$ cat src/rtl/ddr_out_sched_pkg.sv
// Shared definitions for the DDR output scheduler: FSM encoding, idle patterns, helpers.
package ddr_out_sched_pkg;

   typedef enum logic [1:0] {
      ST_IDLE = 2'd0,
      ST_SHOW = 2'd1,
      ST_GAP  = 2'd2
   } state_e;

   localparam int          HOLD_W       = 4;
   localparam logic [6:0]  DEF_IDLE_POS = 7'h40;
   localparam logic [6:0]  DEF_IDLE_NEG = 7'h00;

   // Pointer width that stays legal for a single-entry FIFO.
   function automatic int ptr_w(input int depth);
      return (depth > 1) ? $clog2(depth) : 1;
   endfunction

endpackage

$ cat src/rtl/ddr_out_sched_if.sv
// Producer-side bus into the scheduler: word handshake plus per-word display controls.
interface ddr_out_sched_if #(
   parameter int WIDTH = 7
) ();
   import ddr_out_sched_pkg::*;

   logic                 in_valid;
   logic                 in_ready;
   logic [2*WIDTH-1:0]   in_data;
   logic [HOLD_W-1:0]    hold;
   logic                 gap_en;
   logic                 swap;

   modport master (output in_valid, in_data, hold, gap_en, swap, input in_ready);
   modport slave  (input in_valid, in_data, hold, gap_en, swap, output in_ready);
endinterface

$ cat src/rtl/ddr_out_sched_fifo.sv
// Small registered FIFO with wrapping head/tail pointers; push/pop are ignored when full/empty.
module sync_fifo_small
   import ddr_out_sched_pkg::*;
#(
   parameter int WIDTH_D = 14,
   parameter int DEPTH   = 2
) (
   input  logic                       clk,
   input  logic                       rst,
   input  logic                       push,
   input  logic                       pop,
   input  logic [WIDTH_D-1:0]         din,
   output logic [WIDTH_D-1:0]         dout,
   output logic [$clog2(DEPTH+1)-1:0] count,
   output logic                       full,
   output logic                       empty
);
   localparam int PW = ptr_w(DEPTH);
   localparam int CW = $clog2(DEPTH+1);

   logic [DEPTH-1:0][WIDTH_D-1:0] mem;
   logic [PW-1:0]                 head, tail;
   logic                          do_push, do_pop;

   function automatic logic [PW-1:0] inc(input logic [PW-1:0] p);
      return (p == PW'(DEPTH-1)) ? '0 : p + PW'(1);
   endfunction

   assign full    = (count == CW'(DEPTH));
   assign empty   = (count == '0);
   assign do_push = push && !full;
   assign do_pop  = pop && !empty;
   assign dout    = mem[head];

   always_ff @(posedge clk) begin
      if (rst) begin
         head  <= '0;
         tail  <= '0;
         count <= '0;
      end else begin
         if (do_push) begin
            mem[tail] <= din;
            tail      <= inc(tail);
         end
         if (do_pop)
            head <= inc(head);
         case ({do_push, do_pop})
            2'b10:   count <= count + CW'(1);
            2'b01:   count <= count - CW'(1);
            default: count <= count;
         endcase
      end
   end
endmodule

$ cat src/rtl/ddr_out_sched.sv
// Buffers result words and shows each one as lo/hi halves on the pos/neg lanes of the DDR mux,
// with a programmable hold, optional idle gap and an idle pattern when nothing is queued.
module ddr_out_sched
   import ddr_out_sched_pkg::*;
#(
   parameter int               WIDTH    = 7,
   parameter int               DEPTH    = 2,
   parameter logic [WIDTH-1:0] IDLE_POS = WIDTH'(DEF_IDLE_POS),
   parameter logic [WIDTH-1:0] IDLE_NEG = WIDTH'(DEF_IDLE_NEG)
) (
   input  logic             clk,
   input  logic             rst,
   ddr_out_sched_if.slave   bus,
   output logic [WIDTH-1:0] pos,
   output logic [WIDTH-1:0] neg,
   output logic             word_strobe,
   output logic             busy
);
   localparam int CW = $clog2(DEPTH+1);

   state_e             state_q, state_d;
   logic [HOLD_W-1:0]  cnt_q, cnt_d;
   logic [WIDTH-1:0]   pos_d, neg_d;
   logic               strobe_d;
   logic               push, pop, full, empty;
   logic [2*WIDTH-1:0] head;
   logic [CW-1:0]      count;

   // No pass-through: a slot freed by this edge's pop is only offered next cycle.
   assign bus.in_ready = !full && !rst;
   assign push         = bus.in_valid && bus.in_ready;
   assign busy         = (state_q != ST_IDLE) || (count != '0);

   sync_fifo_small #(.WIDTH_D(2*WIDTH), .DEPTH(DEPTH)) u_fifo (
      .clk   (clk),
      .rst   (rst),
      .push  (push),
      .pop   (pop),
      .din   (bus.in_data),
      .dout  (head),
      .count (count),
      .full  (full),
      .empty (empty)
   );

   always_comb begin
      state_d  = state_q;
      cnt_d    = cnt_q;
      pos_d    = pos;
      neg_d    = neg;
      strobe_d = 1'b0;
      pop      = 1'b0;
      case (state_q)
         ST_SHOW: begin
            if (cnt_q != '0) begin
               cnt_d = cnt_q - HOLD_W'(1);
            end else if (bus.gap_en) begin
               state_d = ST_GAP;
               pos_d   = IDLE_POS;
               neg_d   = IDLE_NEG;
            end else if (!empty) begin
               pop = 1'b1;
            end else begin
               state_d = ST_IDLE;
               pos_d   = IDLE_POS;
               neg_d   = IDLE_NEG;
            end
         end
         default: begin
            // IDLE and the single GAP cycle share the same launch decision.
            if (!empty) begin
               pop = 1'b1;
            end else begin
               state_d = ST_IDLE;
               pos_d   = IDLE_POS;
               neg_d   = IDLE_NEG;
            end
         end
      endcase
      if (pop) begin
         state_d  = ST_SHOW;
         cnt_d    = bus.hold;
         strobe_d = 1'b1;
         pos_d    = bus.swap ? head[2*WIDTH-1:WIDTH] : head[WIDTH-1:0];
         neg_d    = bus.swap ? head[WIDTH-1:0]       : head[2*WIDTH-1:WIDTH];
      end
   end

   always_ff @(posedge clk) begin
      if (rst) begin
         state_q     <= ST_IDLE;
         cnt_q       <= '0;
         pos         <= IDLE_POS;
         neg         <= IDLE_NEG;
         word_strobe <= 1'b0;
      end else begin
         state_q     <= state_d;
         cnt_q       <= cnt_d;
         pos         <= pos_d;
         neg         <= neg_d;
         word_strobe <= strobe_d;
      end
   end
endmodule

$ cat src/flat_wrapper.sv
// flat-port wrapper written by rule: the top's interface ports become plain ports
module ddr_out_sched_flat import ddr_out_sched_pkg::*;
#(
   parameter int               WIDTH    = 7,
   parameter int               DEPTH    = 2,
   parameter logic [WIDTH-1:0] IDLE_POS = WIDTH'(DEF_IDLE_POS),
   parameter logic [WIDTH-1:0] IDLE_NEG = WIDTH'(DEF_IDLE_NEG)
)
  (clk, rst, pos, neg, word_strobe, busy, bus_in_valid, bus_in_data, bus_hold, bus_gap_en, bus_swap, bus_in_ready);
  ddr_out_sched_if #(.WIDTH(WIDTH)) bus_i ();
  input  logic clk;
  input  logic rst;
  output logic [WIDTH-1:0] pos;
  output logic [WIDTH-1:0] neg;
  output logic word_strobe;
  output logic busy;
  input wire logic [$bits(bus_i.in_valid)-1:0] bus_in_valid;
  input wire logic [$bits(bus_i.in_data)-1:0] bus_in_data;
  input wire logic [$bits(bus_i.hold)-1:0] bus_hold;
  input wire logic [$bits(bus_i.gap_en)-1:0] bus_gap_en;
  input wire logic [$bits(bus_i.swap)-1:0] bus_swap;
  output wire logic [$bits(bus_i.in_ready)-1:0] bus_in_ready;
  assign bus_i.in_valid = bus_in_valid;
  assign bus_i.in_data = bus_in_data;
  assign bus_i.hold = bus_hold;
  assign bus_i.gap_en = bus_gap_en;
  assign bus_i.swap = bus_swap;
  assign bus_in_ready = bus_i.in_ready;
  ddr_out_sched #(.WIDTH(WIDTH), .DEPTH(DEPTH), .IDLE_POS(IDLE_POS), .IDLE_NEG(IDLE_NEG)) u_core (.clk(clk), .rst(rst), .bus(bus_i), .pos(pos), .neg(neg), .word_strobe(word_strobe), .busy(busy));
endmodule
$ cat config.mk
export PLATFORM = sky130hd
export DESIGN_NAME = ddr_out_sched_flat
export DESIGN_NICKNAME = d
export VERILOG_FILES = /design/src/rtl/ddr_out_sched_pkg.sv /design/src/rtl/ddr_out_sched_if.sv /design/src/rtl/ddr_out_sched_fifo.sv /design/src/rtl/ddr_out_sched.sv /design/src/flat_wrapper.sv
export SDC_FILE = /design/constraint.sdc
export NUM_CORES = 1
export LEC_CHECK = 0
export CAP_MARGIN = 20
export CORE_MARGIN = 2
export CORE_UTILIZATION = 45
export DETAILED_ROUTE_END_ITERATION = 8
export PLACE_DENSITY = 0.79
export RECOVER_POWER = 100
export SLEW_MARGIN = 20
export SYNTH_ARGS = -nofsm -noshare
export SYNTH_HDL_FRONTEND = slang
export SYNTH_SLANG_ARGS = --single-unit
$ cat constraint.sdc
create_clock -name clk -period 2.3 [get_ports clk]
set_clock_uncertainty 0.05 [all_clocks]
set_input_delay 0.345 -clock clk [delete_from_list [all_inputs] [get_ports clk]]
set_output_delay 0.345 -clock clk [all_outputs]
set_load 0.005 [all_outputs]
==> flow_metrics.env, run 1 <==
export IMPL_arrival_ns=2.31
export IMPL_overflow=0
export IMPL_synth_cells=159
export IMPL_place_hpwl_mm=2.87
export IMPL_power_switching_mw=0.931
export IMPL_layout_commonest_cell="dlygate4sd3_1"
export IMPL_end_kind="flip-flop"
export IMPL_via_count=1426
export IMPL_synth_edf_count=28
export IMPL_fmax_mhz=471
export IMPL_holdBufCountCts=0
export IMPL_crit_buf_inv=1
export IMPL_r2r_slack_ns=0.18
export IMPL_antenna_found_initial=0
export IMPL_slew_headroom_pct=44.7
export IMPL_cts_root_buf="clkbuf_8"
export IMPL_drive_gt1_share_pct=16.0
export IMPL_netlist_area_sq_um=2220
export IMPL_ys_warn_count=0
export IMPL_grt_pass1_vias=1484
export IMPL_p_per_area_nw_per_um2=1060
export IMPL_hp_class="reg2reg"
export IMPL_combPwrFrac_pct=38.0
export IMPL_syn_area_per_cell_sq_um=14.0
export IMPL_fp_row_count=25
export IMPL_firstDrtPassIters=4
export IMPL_setup_violations=0
export IMPL_antennaDiodeCount=0
export IMPL_status="finished, final reports clean"
export IMPL_viasPerCell=5.22
export IMPL_rr_endpoint="u_core.u_fifo.count[1]$_SDFFE_PP0P_"
export IMPL_slew_viol_final=0
export IMPL_finalWirelength_mm=4.06
export IMPL_grt_total_usage_pct=16.9
export IMPL_multi_input_area_sq_um=818
export IMPL_ir_drop_uv=570
export IMPL_finalCriticalPeriod_ns=2.12
export IMPL_synth_seq_area_share_pct=60.3
export IMPL_antenna_left=0
export IMPL_drc=0
export IMPL_reg2reg_from="u_core.cnt_q[0]$_SDFFE_PP0P_"
export IMPL_clk_latency_ns=0.30
export IMPL_io_pins=40
export IMPL_fin_setup_tns_ns=0
export IMPL_initial_core_util_pct=46.8
export IMPL_cts_setup_buffers=0
export IMPL_ctsResizeCount=0
export IMPL_dieWidth_microns=74.3
export IMPL_avgRoutedWirePerCell_microns=14.9
export IMPL_placedInstanceArea_sq_um=2760
export IMPL_drt_iter0_drc=45
export IMPL_nets=232
export IMPL_critical_path_max_stage_delay_ns=0.39
export IMPL_die_h_microns=74.3
export IMPL_synth_flop_cell="edfxtp_1"
export IMPL_fin_crit_sh_pct=92.2
export IMPL_layout_common_cells="31 x dlygate4sd3_1, 28 x edfxtp_1, 25 x nor2_1, 25 x dfxtp_1, 14 x mux4_2"
export IMPL_synthToLayoutAreaGrowth_pct=27.3
export IMPL_hold_viol=0
export IMPL_p_leak_nw=1.01
export IMPL_crit_chain="inv_1 -> ha_1 -> or3b_4 -> a311oi_4 -> ha_4 -> or3_1 -> a21oi_1"
export IMPL_rsz0062_at_grt="no"
export IMPL_p_int_mw=2.08
export IMPL_clock_path_buffers=2
export IMPL_numCtsBuffers=5
export IMPL_cts_tree="yes"
export IMPL_ys_ff_latch=53
export IMPL_grt_pass1_wl_mm=6.82
export IMPL_cts_sinks=53
export IMPL_cp_required_ns=2.49
export IMPL_globalplace_congestion=0.839
export IMPL_synth_fp_nets=185
export IMPL_synth_cell_type_count=31
export IMPL_io_buffers=39
export IMPL_critical_path_max_fanout=4
export IMPL_grt_max_degree=24
export IMPL_dieArea_sq_um=5520
export IMPL_tightest_slew_ns=0.830
export IMPL_holdPathStages=2
export IMPL_holdPathEnd="u_core.cnt_q[3]$_SDFFE_PP0P_"
export IMPL_critPathLaunchType="flip-flop"
export IMPL_reg2reg_depth=7
export IMPL_async_flop_share_pct=0
export IMPL_drv_cap=0
export IMPL_regArea_sq_um=1340
export IMPL_finalInstanceArea_sq_um=2830
export IMPL_core_sq_um=4750
export IMPL_power_frac_seq_pct=41.6
export IMPL_n_fill_cell=392
export IMPL_clkTransAtPathRegs_ns=0.09
export IMPL_clkPwrFrac_pct=20.4
export IMPL_slowest_stage="or3b_4"
export IMPL_worstHoldStart="u_core.cnt_q[3]$_SDFFE_PP0P_"
export IMPL_htreeDepth=2
export IMPL_path_class="reg2reg"
export IMPL_p_sw_share_pct=30.9
export IMPL_crit_family="simple AND/OR/NAND/NOR gates"
[metrics by stage]
stage	hold slack [ns]	power, mW	std cells	setup WS, ns	util [%]
3_5_place_dp	0.423	2.50	266	0.178	58.1
3_3_place_gp	0.421	2.46	266	0.232	58.1
6_report	0.437	3.01	273	0.178	59.5
5_1_grt	0.489	3.22	273	0.0298	59.5
4_1_cts	0.437	3.12	273	0.156	60.4
2_1_floorplan	0.394	2.10	159	0.0101	-
[worst max path at each step]
stage                                  from                                   to  cells past startpoint  slack [ns]
2_1_floorplan  u_core.cnt_q[0]$_SDFFE_PP0P_  u_core.u_fifo.count[1]$_SDFFE_PP0P_                      8        0.01
3_3_place_gp                     bus_gap_en  u_core.u_fifo.count[1]$_SDFFE_PP0P_                      6        0.23
3_5_place_dp   u_core.cnt_q[0]$_SDFFE_PP0P_  u_core.u_fifo.count[1]$_SDFFE_PP0P_                      7        0.18
4_1_cts        u_core.cnt_q[0]$_SDFFE_PP0P_  u_core.u_fifo.count[1]$_SDFFE_PP0P_                      7        0.16
5_1_grt        u_core.cnt_q[0]$_SDFFE_PP0P_  u_core.u_fifo.count[1]$_SDFFE_PP0P_                      7        0.03
6_report       u_core.cnt_q[0]$_SDFFE_PP0P_  u_core.u_fifo.count[1]$_SDFFE_PP0P_                      7        0.18
[final cells by class]
class | instances | share of cell area (%)
clock inverter | 2 | 1.37
timing repair buffer | 49 | 15.9
inverter | 8 | 1.06
clock buffer | 5 | 2.43
multi-input combinational | 89 | 28.9
sequential | 53 | 47.4
tap | 67 | 2.96
[per-layer routing]
metal  global-route usage (%)  routed length, microns  vias up
met5                        0                       0        -
met4                     5.95                      70        0
met3                     5.15                     169        9
met2                     27.9                    2070       32
met1                     21.3                    1750      692
li1                         -                       -      693
[flip-flops by register name, indices dropped and copies added, names as in the netlist]
name and cells:
u_core.u_fifo.mem 28, u_core.neg 7, u_core.pos 7, u_core.cnt_q 4
u_core.state_q 2, u_core.u_fifo.count 2, u_core.u_fifo.head 1, u_core.u_fifo.tail 1
u_core.word_strobe 1
[cells by family after synthesis]
kind of cell,after synthesis,share of synthesized area [%]
muxes,17,15.6
xor gates and xnor gates,4,1.58
AOI/OAI and AO/OA,27,9.62
and+or+nand+nor,38,7.71
adders and majority gates,3,1.69
DFF,53,60.3
buffers and inverters,17,3.43
[synthesized netlist by cell type (2+ instances only)]
| cell | number | area share (%) |
|---|---|---|
| nor2_1 | 25 | 4.2 |
| o21ai_0 | 2 | 0.45 |
| a32oi_1 | 2 | 0.79 |
| mux4_2 | 14 | 14 |
| nor3_1 | 3 | 0.68 |
| edfxtp_1 | 28 | 38 |
| xnor2_1 | 3 | 1.2 |
| a21oi_1 | 2 | 0.45 |
| clkbuf_1 | 4 | 0.68 |
| inv_1 | 8 | 1.4 |
| o21a_1 | 3 | 1.0 |
| mux2_2 | 2 | 1.0 |
| dfxtp_1 | 25 | 23 |
| ha_1 | 3 | 1.7 |
| buf_2 | 4 | 0.90 |
| nor2b_1 | 2 | 0.56 |
| a22oi_1 | 13 | 4.4 |
| nand2_1 | 3 | 0.51 |
[power by group through the flow]
stage	registers [mW]	clock network (mW)	logic, mW
floorplan	1.26	0	0.847
global placement	1.27	0	1.19
detailed placement	1.28	0	1.22
CTS	1.25	0.636	1.23
global route	1.27	0.669	1.28
finish	1.25	0.614	1.14
[tightest hold or removal path, stage by stage (launching register included)]
cell	delay, ns
dfxtp_1	0.34
nand2_1	0.06
o22ai_1	0.05
Power figures use the tool's default switching activity.
==> run 2, diff against run 1 <==
- SKIP_LAST_GASP: not set -> 1
- SLEW_MARGIN: 20 -> not set
==> results of run 2 <==
The final DEF is identical to that of run 1; final timing and power are the same.
==> run 3, diff against run 2 <==
- GPL_ROUTABILITY_DRIVEN: not set -> 1
- HOLD_SLACK_MARGIN: not set -> 0.15
==> results of run 3 <==
The final DEF is identical to that of run 1; final timing and power are the same.
